==> src/rtl/ws2812_rx.sv <==
// ws2812_rx: WS2812 single-wire receiver. Synchronizes din, measures high and low
// pulse widths, decodes GRB pixels MSB first, and detects the latch/reset low period.
// Optional chain-node forwarding is enabled by defining WS2812_RX_FORWARD_EN:
// the first pixel of each frame is decoded and the rest of the frame is forwarded on dout.
module ws2812_rx #(
    parameter int unsigned BIT_THRESH   = 6,
    parameter int unsigned MAX_HIGH     = 20,
    parameter int unsigned RESET_CYCLES = 500
) (
    input  logic       clk,
    input  logic       rst,
    input  logic       din,
    output logic [7:0] r,
    output logic [7:0] g,
    output logic [7:0] b,
    output logic       pixel_valid,
    output logic       frame_reset,
    output logic       err,
    output logic       dout
);

    localparam int unsigned HW = $clog2(MAX_HIGH + 1);
    localparam int unsigned LW = $clog2(RESET_CYCLES + 1);
    localparam logic [HW-1:0] HMax   = HW'(MAX_HIGH);
    localparam logic [HW-1:0] HMaxM1 = HW'(MAX_HIGH - 1);
    localparam logic [HW-1:0] HThr   = HW'(BIT_THRESH);
    localparam logic [LW-1:0] LMax   = LW'(RESET_CYCLES);
    localparam logic [LW-1:0] LMaxM1 = LW'(RESET_CYCLES - 1);

    typedef enum logic [2:0] {
        StWaitReset,
        StReady,
        StHigh,
        StLow
`ifdef WS2812_RX_FORWARD_EN
        , StPass
`endif
    } state_e;

    state_e        state_q, state_d;
    logic          s1_q, s1_d, s2_q, s2_d;
    logic [HW-1:0] hcnt_q, hcnt_d;
    logic [LW-1:0] lcnt_q, lcnt_d;
    logic [23:0]   shift_q, shift_d;
    logic [4:0]    bitcnt_q, bitcnt_d;
    logic [7:0]    r_q, r_d, g_q, g_d, b_q, b_d;
    logic          pv_q, pv_d, fr_q, fr_d, err_q, err_d, dout_q, dout_d;
    logic          h_hit, l_hit, bit_val;

    // Next-state logic: synchronizer, pulse-width counters and decode FSM.
    always_comb begin
        s1_d = din;
        s2_d = s1_q;
        hcnt_d = s2_q ? ((hcnt_q == HMax) ? hcnt_q : hcnt_q + 1'b1) : '0;
        lcnt_d = s2_q ? '0 : ((lcnt_q == LMax) ? lcnt_q : lcnt_q + 1'b1);
        // Hits fire only on the edge where the counter first reaches its limit.
        h_hit   = s2_q && (hcnt_q == HMaxM1);
        l_hit   = !s2_q && (lcnt_q == LMaxM1);
        bit_val = (hcnt_q >= HThr);

        state_d  = state_q;
        shift_d  = shift_q;
        bitcnt_d = bitcnt_q;
        r_d      = r_q;
        g_d      = g_q;
        b_d      = b_q;
        pv_d     = 1'b0;
        fr_d     = 1'b0;
        err_d    = 1'b0;
        dout_d   = 1'b0;

        unique case (state_q)
            StWaitReset: begin
                if (l_hit) begin
                    fr_d     = 1'b1;
                    bitcnt_d = '0;
                    state_d  = StReady;
                end
            end
            StReady: begin
                if (s2_q) state_d = StHigh;
            end
            StHigh: begin
                if (!s2_q) begin
                    shift_d = {shift_q[22:0], bit_val};
                    if (bitcnt_q == 5'd23) begin
                        g_d      = shift_q[22:15];
                        r_d      = shift_q[14:7];
                        b_d      = {shift_q[6:0], bit_val};
                        pv_d     = 1'b1;
                        bitcnt_d = '0;
`ifdef WS2812_RX_FORWARD_EN
                        state_d  = StPass;
`else
                        state_d  = StLow;
`endif
                    end else begin
                        bitcnt_d = bitcnt_q + 5'd1;
                        state_d  = StLow;
                    end
                end else if (h_hit) begin
                    err_d    = 1'b1;
                    bitcnt_d = '0;
                    state_d  = StWaitReset;
                end
            end
            StLow: begin
                if (s2_q) begin
                    state_d = StHigh;
                end else if (l_hit) begin
                    // A latch in mid-pixel drops the partial pixel and flags it.
                    fr_d     = 1'b1;
                    err_d    = (bitcnt_q != 5'd0);
                    bitcnt_d = '0;
                    state_d  = StReady;
                end
            end
`ifdef WS2812_RX_FORWARD_EN
            StPass: begin
                dout_d = s2_q;
                if (h_hit) begin
                    err_d   = 1'b1;
                    state_d = StWaitReset;
                end else if (l_hit) begin
                    fr_d    = 1'b1;
                    state_d = StReady;
                end
            end
`endif
            default: state_d = StWaitReset;
        endcase
    end

    // State and registered outputs, synchronous active-high reset.
    always_ff @(posedge clk) begin
        if (rst) begin
            state_q  <= StWaitReset;
            s1_q     <= 1'b0;
            s2_q     <= 1'b0;
            hcnt_q   <= '0;
            lcnt_q   <= '0;
            shift_q  <= '0;
            bitcnt_q <= '0;
            r_q      <= '0;
            g_q      <= '0;
            b_q      <= '0;
            pv_q     <= 1'b0;
            fr_q     <= 1'b0;
            err_q    <= 1'b0;
            dout_q   <= 1'b0;
        end else begin
            state_q  <= state_d;
            s1_q     <= s1_d;
            s2_q     <= s2_d;
            hcnt_q   <= hcnt_d;
            lcnt_q   <= lcnt_d;
            shift_q  <= shift_d;
            bitcnt_q <= bitcnt_d;
            r_q      <= r_d;
            g_q      <= g_d;
            b_q      <= b_d;
            pv_q     <= pv_d;
            fr_q     <= fr_d;
            err_q    <= err_d;
            dout_q   <= dout_d;
        end
    end

    assign r           = r_q;
    assign g           = g_q;
    assign b           = b_q;
    assign pixel_valid = pv_q;
    assign frame_reset = fr_q;
    assign err         = err_q;
    assign dout        = dout_q;

endmodule
==> config.mk <==
export PLATFORM = sky130hd
export DESIGN_NAME = ws2812_rx
export DESIGN_NICKNAME = d
export VERILOG_FILES = /design/src/rtl/ws2812_rx.sv
export SDC_FILE = /design/constraint.sdc
export NUM_CORES = 1
export LEC_CHECK = 0
export ABC_AREA = 1
export BUFFER_PORTS_ARGS = -buffer_cell sky130_fd_sc_hd__buf_4
export CORE_MARGIN = 1
export CORE_UTILIZATION = 62
export CTS_CLUSTER_SIZE = 28
export DETAILED_ROUTE_END_ITERATION = 7
export GPL_TIMING_DRIVEN = 0
export PLACE_DENSITY_LB_ADDON = 0.08
export SLEW_MARGIN = 20
export SYNTH_ARGS = -nofsm -noshare
export SYNTH_HDL_FRONTEND = slang
export SYNTH_SLANG_ARGS = --single-unit
==> constraint.sdc <==
create_clock -name clk -period 4 [get_ports clk]
set_clock_uncertainty 0.05 [all_clocks]
set_input_delay 0.2 -clock clk [delete_from_list [all_inputs] [get_ports clk]]
set_output_delay 0.2 -clock clk [all_outputs]
set_load 0.005 [all_outputs]
==> run metrics <==
Post-synth EDFFs=0; cell repeated most along the worst path=nand2_1; metal3 WL=~280 µm; Yosys top cell area share=~49%; dpl cells=453; Synth Area per Inst=8.09 µm²; # hold bufs at CTS=0; post-route design area=between 3000 and 4000 µm²; via count=roughly 2500; CTS root buf=clkbuf_8; WS Path Type=register to register; grt ovf=0; DRT iter0 DRCs=133; first-pass GRT wire length=10.1 mm; DR DRC count=0; Initial Utilization=66.8%; largest cells by area after synthesis=dfxtp_1 49%, a21oi_1 6.7%, inv_1 6.4%, o21ai_0 5.2%, nand2_1 5.1%; DPL Wire Length=between 4 and 5 mm; Rel. slew slack=65.9%; worst hold slack=0.0254 ns; I/O pin cnt=31; Mapped Cells=372; HP Class=input port to register; final hold viol count=0; Yosys warnings=0; maximum buffer depth of the clock tree=2; router iterations before antenna repair=4; Vias per Instance=5.31; Async SR Flop Fraction=0%; hold_sp=din; htree depth=3; Worst-Margin Slew=between 0.5 and 0.6 ns; CTS tree=built; number of global-route vias before repair=2218; worst path cell trace=ha_1 > nand2_1 > nor2_1 > nand3_1 > nand2_1 > nand3_1 > nand2_1 > a21oi_1; fin cells=469; ant diodes=0; Clk pin slew, worst setup/hold paths=approximately 0.07 ns; PwrDens=392 nW/µm²; reg2reg path depth=8; R2R Path End=bitcnt_q[1]; R2R setup slack=2.36 ns; Startpoint Class=register; port buffer count=28; row cnt=24; largest net degree at the start of global routing=14; number of max-cap violations=0; # Post-CTS Setup Buffers=0; Setup crit end kind=register; Crit path required time=4.16 ns; most frequent cell after synthesis=dfxtp_1; VDD IR max=0.256 mV; Worst-Skew Late Latency=0.34 ns; clk sink count=74; Met2 Routed Length=2.65 mm; fin. max-slew vios=0; Commonest cells post-synth=74 x dfxtp_1, 51 x inv_1, 41 x nand2_1, 40 x a21oi_1, 32 x nor2_1; Final #Nets=422; Hold Crit Endpoint=s1_q; largest stage delay on the critical path=0.43 ns; final core occ=77.5%; initial antenna violation count=0; leading area contributor after synthesis=dfxtp_1; Max Fclk=611 MHz; CTS Buf Count=9; layout cells sized above 1=about 18%; run status=complete, no violations; Yosys cell types=32; Post-synth top flop=dfxtp_1; Die Area=5130 µm²; setup slack at placement=2.39 ns; M1 wire length=2.87 mm; RSZ-0062 raised after global routing=no; crit path max fanout=6; fin crit period=about 1.6 ns; DR top layer=met4; Final WS setup=2.36 ns; Tot Pwr=roughly 1.4 mW; Critical Path Slowest Stage Cell=dfxtp_1; arrival time at the worst endpoint=1.80 ns; Yosys reg bits=74; die height=71.7 µm; Post-Syn Area=roughly 3000 µm²; LEAKAGE=roughly 1.4 nW; setup TNS=0 ns; fin crit share=40.9%; # setup viols final=0; sequential share of the synthesized area=49.3%; worst r2r src=lcnt_q[0]; Placed Area=between 3000 and 4000 µm²; Routed WL=between 5 and 6 mm; WHS Path Cells=3; Die X=71.7 µm; Core ar.=between 4000 and 5000 µm²; P&R area growth vs syn=16.0%; WL/cell=12.6 µm; post-cts sizing count=0; Tot GR Track Use=between 20% and 30%; antenna viol nets, final=0; RD Place Congestion=about 0.8
==> layer usage <==
layer / GRT usage (%) / vias up
li1: - / 1300
met1: 33.8 / 1125
met2: 39.6 / 59
met3: 5.49 / 8
met4: 12.0 / 0
met5: 0 / -
==> registers in the layout (all words and copies together) (netlist names) <==
signal and flops:
err 1, b 8, bitcnt_q 5, frame_reset 1, pixel_valid 1, shift_q 23, g 8, hcnt_q 5
state_q 3, lcnt_q 9, s2_q 1, r 8, s1_q 1
==> cell families (layout without fill, tap and decap cells) <==
| kind of cell | after synthesis | count (layout) | share of synthesized area, % |
|---|---|---|---|
| simple gates | 122 | 122 | 19.0 |
| compound gates | 96 | 96 | 18.1 |
| xor+xnor | 2 | 2 | 0.582 |
| flops | 74 | 74 | 49.3 |
| fa+ha+maj | 7 | 7 | 2.91 |
| other cells | 1 | 2 | 0.125 |
| buf+inv | 70 | 114 | 10.0 |
==> placed cells by master, fill, tap and decap left out, drive strengths merged, types with 2 or more instances in the layout <==
master	Yosys	final
a211oi	4	4
a21oi	40	40
a31oi	2	2
buf	9	37
clkbuf	7	17
clkinv	2	5
conb	1	2
dfxtp	74	74
ha	7	7
inv	52	53
nand2	43	43
nand3	28	28
nand4	9	9
nor2	34	34
nor3	5	5
o21a	2	2
o21ai	47	47
or2	3	3
==> layout make-up <==
type / instances / area, µm²
buffer: 16 / 98.8
clock buffer: 10 / 138
clock inverter: 6 / 65.1
fill: 343 / 1010
inverter: 54 / 203
multi-input combinational: 229 / 1230
sequential: 74 / 1480
tap: 52 / 65.1
timing repair buffer: 28 / 210
==> critical path, delay by kind of cell (launching register included) <==
| family | cells | cell delay, ns |
|---|---|---|
| compound gates | 1 | 0.06 |
| fa+ha+maj | 1 | 0.24 |
| flops | 1 | 0.43 |
| simple gates | 6 | 0.73 |
==> power breakdown <==
part           internal, mW  switching [mW]  leakage (nW)
Combinational        0.0101          0.0238         0.720
Clock                 0.306           0.282         0.103
Sequential            0.740         0.00506         0.597
Total                  1.06           0.311          1.42
==> worst max path at each step <==
stage	from	to	slack, ns	cells after the start
4_1_cts	lcnt_q[0]	bitcnt_q[1]	2.37	8
2_1_floorplan	bitcnt_q[0]	g[6]	2.59	9
5_1_grt	lcnt_q[0]	bitcnt_q[3]	2.20	8
3_5_place_dp	lcnt_q[0]	bitcnt_q[1]	2.39	8
3_3_place_gp	lcnt_q[0]	bitcnt_q[1]	2.43	8
6_report	lcnt_q[0]	bitcnt_q[1]	2.36	8
Note: power is estimated with default switching activity, not from simulation.
